File: config.mk
export PLATFORM = sky130hd
export DESIGN_NAME = prog_ctr_multi
export DESIGN_NICKNAME = d
export VERILOG_FILES = /design/src/rtl/prog_ctr_multi.sv
export SDC_FILE = /design/constraint.sdc
export NUM_CORES = 1
export LEC_CHECK = 0
export ABC_AREA = 1
export CORE_MARGIN = 4
export CORE_UTILIZATION = 30
export DETAILED_ROUTE_END_ITERATION = 16
export HOLD_SLACK_MARGIN = 0.02
export SLEW_MARGIN = 0
export SYNTH_ARGS = -nofsm -noshare
export SYNTH_HDL_FRONTEND = slang
export SYNTH_SLANG_ARGS = --single-unit
File: constraint.sdc
create_clock -name Clk -period 3.4 [get_ports Clk]
set_input_delay 1.02 -clock Clk [delete_from_list [all_inputs] [get_ports Clk]]
set_output_delay 1.02 -clock Clk [all_outputs]
set_load 0.005 [all_outputs]
File: src/rtl/prog_ctr_multi.sv
`default_nettype none
// +--------------------------------------------------------------------------+
// | prog_ctr_multi : multi-program PC sequencer with branch/jump/stall and   |
// |                  optional return stack (enable with PC_RETSTACK_EN).     |
// | Revision       : 1.0                                                     |
// +--------------------------------------------------------------------------+
module prog_ctr_multi #(
  parameter int               L           = 10,
  parameter int               OW          = 8,
  parameter int               NPROG       = 4,
  parameter logic [NPROG*L-1:0] PROG_BASE = {10'd570, 10'd380, 10'd190, 10'd0},
  parameter int               STACK_DEPTH = 4
) (
  input  logic                         Clk,
  input  logic                         Reset,
  input  logic                         Start,
  input  logic                         Halt,
  input  logic                         Stall,
  input  logic                         Jump,
  input  logic                         BranchUp,
  input  logic                         BranchDown,
  input  logic                         Call,
  input  logic                         Ret,
  input  logic [OW-1:0]                PCTarget,
  input  logic [L-1:0]                 JumpTarget,
  output logic [L-1:0]                 ProgCtr,
  output logic [$clog2(NPROG+1)-1:0]   ProgIdx,
  output logic                         Running,
  output logic                         Done,
  output logic                         AllDone,
  output logic                         StackErr
);

  localparam int c_idx_w = $clog2(NPROG+1);

  typedef enum logic [1:0] {
    S_IDLE     = 2'd0,
    S_WAIT_REL = 2'd1,
    S_RUN      = 2'd2,
    S_HALTED   = 2'd3
  } state_t;

  state_t             r_state;
  logic [L-1:0]       r_pc;
  logic [c_idx_w-1:0] r_idx;
  logic               r_running;
  logic               r_done;
  logic               r_all_done;

  logic [L-1:0]       w_offset;
  logic [L-1:0]       w_pc_inc;
  logic [L-1:0]       w_base;
  logic [c_idx_w-1:0] w_idx_next;

  assign w_offset   = L'(PCTarget);
  assign w_pc_inc   = r_pc + L'(1);
  assign w_idx_next = r_idx + c_idx_w'(1);

  always_comb begin
    w_base = '0;
    for (int k = 0; k < NPROG; k++) begin
      if (r_idx == c_idx_w'(k)) w_base = PROG_BASE[k*L +: L];
    end
  end

`ifdef PC_RETSTACK_EN
  localparam int c_sp_w = $clog2(STACK_DEPTH+1);

  logic [L-1:0]      r_stack [STACK_DEPTH];
  logic [c_sp_w-1:0] r_sp;
  logic              r_stack_err;
  logic [L-1:0]      w_top;
  logic              w_full;
  logic              w_empty;

  assign w_full   = (r_sp == c_sp_w'(STACK_DEPTH));
  assign w_empty  = (r_sp == '0);
  assign StackErr = r_stack_err;

  always_comb begin
    w_top = '0;
    for (int k = 0; k < STACK_DEPTH; k++) begin
      if (r_sp == c_sp_w'(k + 1)) w_top = r_stack[k];
    end
  end
`else
  localparam int c_unused_depth = STACK_DEPTH;
  wire w_unused_callret = &{1'b0, Call, Ret};
  assign StackErr = 1'b0;
`endif

  always_ff @(posedge Clk) begin
    if (Reset) begin
      r_state    <= S_IDLE;
      r_pc       <= '0;
      r_idx      <= '0;
      r_running  <= 1'b0;
      r_done     <= 1'b0;
      r_all_done <= 1'b0;
`ifdef PC_RETSTACK_EN
      r_sp        <= '0;
      r_stack_err <= 1'b0;
`endif
    end else begin
      r_done <= 1'b0;
      case (r_state)
        S_IDLE, S_HALTED: begin
          if (Start && !r_all_done) r_state <= S_WAIT_REL;
        end
        S_WAIT_REL: begin
          if (!Start) begin
            r_state   <= S_RUN;
            r_running <= 1'b1;
            r_pc      <= w_base;
`ifdef PC_RETSTACK_EN
            r_sp      <= '0;
`endif
          end
        end
        S_RUN: begin
          // Start wins over everything so a held Start always restarts the program
          if (Start) begin
            r_state   <= S_WAIT_REL;
            r_running <= 1'b0;
          end else if (Halt) begin
            r_state   <= S_HALTED;
            r_running <= 1'b0;
            r_done    <= 1'b1;
            r_idx     <= w_idx_next;
            if (w_idx_next == c_idx_w'(NPROG)) r_all_done <= 1'b1;
          end else if (Stall) begin
            r_pc <= r_pc;
          end else if (Jump) begin
            r_pc <= JumpTarget;
          end else if (BranchUp) begin
            r_pc <= r_pc - w_offset;
          end else if (BranchDown) begin
            r_pc <= r_pc + w_offset;
`ifdef PC_RETSTACK_EN
          end else if (Call) begin
            r_pc <= JumpTarget;
            if (w_full) begin
              r_stack_err <= 1'b1;
            end else begin
              for (int k = 0; k < STACK_DEPTH; k++) begin
                if (r_sp == c_sp_w'(k)) r_stack[k] <= w_pc_inc;
              end
              r_sp <= r_sp + c_sp_w'(1);
            end
          end else if (Ret) begin
            if (w_empty) begin
              r_pc        <= w_pc_inc;
              r_stack_err <= 1'b1;
            end else begin
              r_pc <= w_top;
              r_sp <= r_sp - c_sp_w'(1);
            end
`endif
          end else begin
            r_pc <= w_pc_inc;
          end
        end
        default: begin
          r_state   <= S_IDLE;
          r_running <= 1'b0;
        end
      endcase
    end
  end

  assign ProgCtr = r_pc;
  assign ProgIdx = r_idx;
  assign Running = r_running;
  assign Done    = r_done;
  assign AllDone = r_all_done;

endmodule
`default_nettype wire
**Word level (Yosys, flattened, before mapping)**

Cells that the tools add are included.

- Bits in registers: 18
- Input bits: 28
- Logic and storage cells: 57
- Output and inout port bits: 17

- Multiplexer cells: 21
- Add/subtract/negate cells: 4
- Equality and inequality tests: 13
- Bitwise logic cells: 2
- Reductions and logical operators: 11

Operator list:

| cell | number |
|---|---|
| two-way mux 10 bit | 8 |
| case mux 10 bit (2 select lines) | 1 |
| adder 10 x 1 -> 10 bit (second input constant) | 1 |
| adder 10 x 8 -> 10 bit | 1 |
| inequality test 2 bit (second input constant) | 5 |
| subtractor 10 x 8 -> 10 bit | 1 |
| two-way mux 9 bit | 1 |
| AND reduction 3 bit | 3 |
| two-way mux 2 bit | 4 |
| two-way mux 8 bit | 1 |
| == test 3 x 2 -> 1 bit (second input constant) | 2 |
| case mux 2 bit (3 select lines) | 1 |
| AND reduction 5 bit | 1 |
| == test 2 bit (second input constant) | 2 |
| two-way mux 1 bit | 4 |
| AND reduction 4 bit | 1 |
| adder 3 x 1 -> 3 bit (second input constant) | 1 |
| == test 3 x 1 -> 1 bit (second input constant) | 1 |
| == test 3 bit (second input constant) | 1 |
| inequality test 3 bit (second input constant) | 1 |
| OR reduction 3 bit | 1 |
| == test 2 x 1 -> 1 bit (second input constant) | 1 |
| zero test 2 bit | 1 |
| inverter 1 bit | 2 |
| other kinds (5) | 5 |

**Logic depth before layout (Yosys ltp)**

Gate-level depths: netlist of run 1.

- Word-level depth: 8
- Mapped depth: 19
- Mapped depth without buffers: 19

**Worst setup path before layout of run 1**

Ideal clock, no wire load.

- Kind: in2reg
- From: in BranchDown
- To: reg r_pc[9], in the netlist ProgCtr[9]
- Data arrival time: 2.854 ns
- Cell stages on the path: 19
- Required time: 3.330 ns
- Slack: 0.477 ns
- Path buffers: 1
- Setup time: 0.070 ns
- Cell sequence: buf_6 -> nand2_4 -> inv_1 -> ha_1 -> o211ai_1 -> a21oi_1 -> o21ai_0 -> nand2_1 -> xor2_1 -> ha_1 -> nand2_1 -> nand2_1 -> a21oi_1 -> nand2_1 -> nor2_1 -> nand3_1 -> nand3_1 -> nand2_1 -> a21oi_1

- Longest elaborated chain between the ends: 7

RTL lines:

| element | RTL line | text |
|---|---|---|
| from (decl) | 21 | `input logic BranchDown,` |
| two-way mux 10 bit | 137 | `end else if (BranchDown) begin` |
| two-way mux 10 bit | 135 | `end else if (BranchUp) begin` |
| two-way mux 10 bit | 133 | `end else if (Jump) begin` |
| two-way mux 10 bit | 131 | `end else if (Stall) begin` |
| two-way mux 10 bit | 125 | `end else if (Halt) begin` |
| two-way mux 10 bit | 122 | `if (Start) begin` |
| case mux 10 bit (2 select lines) | 106 | `case (r_state)` |
| to (signal assigned) | 132 | `r_pc <= r_pc;` |
| to (signal assigned) | 134 | `r_pc <= JumpTarget;` |
| to (signal assigned) | 136 | `r_pc <= r_pc - w_offset;` |
| to (decl) | 44 | `logic [L-1:0] r_pc;` |

Every way passes these cells. The select of a mux whose other input is x is not followed.
A chain may end at the register's enable or synchronous reset.

**Final worst setup path of run 1**

Ends and elaborated chain as after synthesis.

==> impl_metrics.py, run 1 <==
metrics = {
    "status": {
        "outcome": "completed",
    },
    "clocking": {
        "cts_hold_buf": 0,
        "h-tree-depth": 1,
        "worst_skew_pair.late_latency_ns": 0.26,
        "root_buffer": "clkbuf_8",
        "clkTransAtPathRegs_ns": 0.07,
        "cts_buffers": 3,
        "cts_max_path_buffers": 2,
        "cts_tree": "done",
        "cts_num_sinks": 18,
    },
    "layout": {
        "area_growth_pct": 42.4,
        "final_area_um2": 2450,
        "stdcell_count": 413,
        "diodes": 0,
        "utilization_pct": 44.3,
        "final_nets": 389,
        "fill_cells": 597,
        "drive_above_1_share_pct": 13.2,
    },
    "timing": {
        "final.period_utilization_pct": 92.6,
        "max_freq_ghz": 0.318,
        "rsz0062_at_grt": "false",
        "finalSetupTns_ns": 0,
        "final-setup-viol-count": 0,
        "min_period_ns": 3.15,
        "drv_slew": 0,
        "clock_skew_ns": 0.00288,
        "hold_viol": 0,
    },
    "worst_setup_path": {
        "cp_max_fo": 4,
        "r2r_slack_ns": 1.59,
        "critical_path_class": "input port to flip-flop",
        "worstReg2RegEnd": "ProgCtr[6]",
        "cp.required_ns": 3.59,
        "crit_path_end_kind": "flip-flop",
        "r2r-start": "ProgCtr[0]",
        "startpoint_type": "input port",
        "worstPathArrival_ns": 3.34,
        "r2r_cells": 12,
    },
    "global_route": {
        "grt_pass1_wl_mm": 7.98,
        "grtUsageTotal_pct": 13.5,
        "grt_max_degree": 16,
        "antenna_found_initial": 0,
        "grt_overflow": 0,
        "grt_pass1_vias": 1745,
    },
    "power": {
        "power.density_nw_per_um2": 425,
        "power.total_mw": 1.04,
        "power.leakage_nw": 1.21,
        "peakVddDrop_mv": 0.187,
    },
    "synthesis": {
        "yosysTopAreaCellShare_pct": 20.9,
        "synthFlopType": "dfxtp_1",
        "ys_types": 27,
        "synth_enable_flop_cells": 0,
        "avgSynthCellArea_um2": 6.27,
        "yosys-top-cells-area": "dfxtp_1, ha_1, nand2_1, inv_1, nor2_1",
        "syn_area_um2": 1720,
        "yosysMostFrequentCell": "nand2_1",
        "postSynth.asyncResetShare_pct": 0,
        "yosys.area.top_type": "dfxtp_1",
        "synth_nets": 322,
        "yosys_warnings": 0,
        "syn_inst": 275,
        "synth.yosys.seq_area_share_pct": 20.9,
        "ys_top_cells_by_count": "nand2_1, inv_1, nor2_1, o21ai_0, a21oi_1",
        "synth.ff_latch_count": 18,
    },
    "placed_design": {
        "post_dp_cell_area_um2": 2370,
        "place.port_buffers": 41,
        "hpwl_mm": 3.77,
        "dp_cells": 408,
        "gp_congestion": 0.813,
    },
    "die": {
        "rows": 27,
        "die_x_um": 83.8,
        "ios": 45,
        "fp.dieH_um": 83.8,
        "die_area_um2": 7020,
        "core_um2": 5540,
        "initial_core_util_pct": 31.1,
    },
    "routing": {
        "routed_wl_mm": 4.59,
        "drt_iter0_markers": 174,
        "drc": 0,
        "drt-pass1-iter-count": 4,
        "via_per_inst": 4.48,
        "antenna_left": 0,
        "num_vias": 1850,
        "wl_per_cell_um": 11.1,
    },
    "worst_hold_path": {
        "hp-start": "ProgIdx[2]",
        "holdPathStages": 2,
        "hold_class": "flip-flop to flip-flop",
        "min_to": "ProgIdx[2]",
    },
    "job": {
        "drv_cap": 0,
    },
}
==> worst max-delay path by stage <==
| stage | startpoint | to |
|---|---|---|
| final | BranchDown | ProgCtr[9] |
| after detailed placement | BranchDown | ProgCtr[9] |
| after floorplan | BranchDown | ProgCtr[9] |
| after global placement | BranchDown | ProgCtr[9] |
| after global routing | BranchUp | ProgCtr[9] |
| after CTS | PCTarget[0] | ProgCtr[9] |
==> stage by stage <==
stage	hold WS (ns)	setup slack (ns)
final	0.486	0.251
after global routing	0.495	0.00232
after CTS	0.487	0.0660
after detailed placement	0.476	-0.268
after global placement	0.474	-0.247
after floorplan	0.456	0.477
==> layer usage <==
layer	part of all wire (%)	wire (um)	up-vias	GRT usage, %
met4	0.26	12	0	2.19
met3	3.3	151	2	2.37
met5	0	0	-	0
met2	45	2080	30	22.2
met1	51	2350	800	18.7
li1	-	-	1018	-
==> logic make-up (layout without fill, tap and decap cells) <==
family | count (synthesis) | count (layout) | share of synthesized area (%)
compound gates | 63 | 63 | 21.0
xor+xnor | 7 | 7 | 3.56
fa+ha+maj | 19 | 19 | 14.2
buf+inv | 46 | 112 | 11.1
flops | 18 | 18 | 20.9
other cells | 1 | 1 | 0.218
simple gates | 121 | 121 | 29.0
==> flip-flops by register name, summed over array words and instances (netlist names) <==
signal   cells
r_state      2
Running      1
AllDone      1
Done         1
ProgIdx      3
ProgCtr     10
==> cell type report <==
cell class / count / area, um2 / area share [%]
inverter: 41 / 154 / 6.27
timing repair buffer: 67 / 609 / 24.8
clock buffer: 4 / 55.1 / 2.24
sequential: 18 / 360 / 14.7
multi-input combinational: 211 / 1180 / 48.3
tap: 72 / 90.1 / 3.67
==> worst max-delay path, cell delays in order <==
cell	delay, ns
dlygate4sd2_1	0.31
nand2_4	0.07
inv_1	0.06
ha_2	0.18
o211ai_1	0.11
a21oi_1	0.12
o21ai_1	0.10
nand2_1	0.08
xor2_1	0.17
ha_1	0.29
nand2_1	0.10
nand2_2	0.06
a21oi_2	0.16
nand2_1	0.07
nor2_1	0.10
nand3_1	0.09
nand3_1	0.10
nand2_1	0.06
a21oi_1	0.12
==> cells in the final DEF, fill, tap and decap left out, drive strengths merged <==
cell	netlist	routed
buf	4	26
o21a	1	1
nand2	62	62
clkbuf	1	4
o21ai	29	29
o21bai	3	3
o211ai	1	1
conb	1	1
dfxtp	18	18
a211oi	1	1
dlygate4sd2	0	1
xor2	7	7
fa	1	1
nand4	1	1
o22ai	2	2
clkdlybuf4s50	0	38
a21o	1	1
ha	18	18
inv	41	41
dlymetal6s2s	0	2
a31oi	2	2
a21oi	23	23
nand3	18	18
nor2	40	40
==> timing repair <==
action,4_1_cts,5_1_grt
setup endpoints to repair,1,2
endpoints found under the hold margin,0,0
buffers inserted,0,1
pin swaps,0,9
gates resized for setup,1,10
==> power by group <==
group	switching [mW]	internal [mW]	leakage, nW	total (mW)
logic	0.286	0.288	1.03	0.574
registers	0.0380	0.249	0.147	0.287
clock network	0.0777	0.103	0.0288	0.181
(Power assumes the default switching activity.)
==> inputs of run 2 (changes only) <==
- ABC_CLOCK_PERIOD_IN_PS: unset -> 3400
- TNS_END_PERCENT: unset -> 10
==> results of run 2 <==
Same layout as run 1: the final DEF is identical, and so are final timing and power.
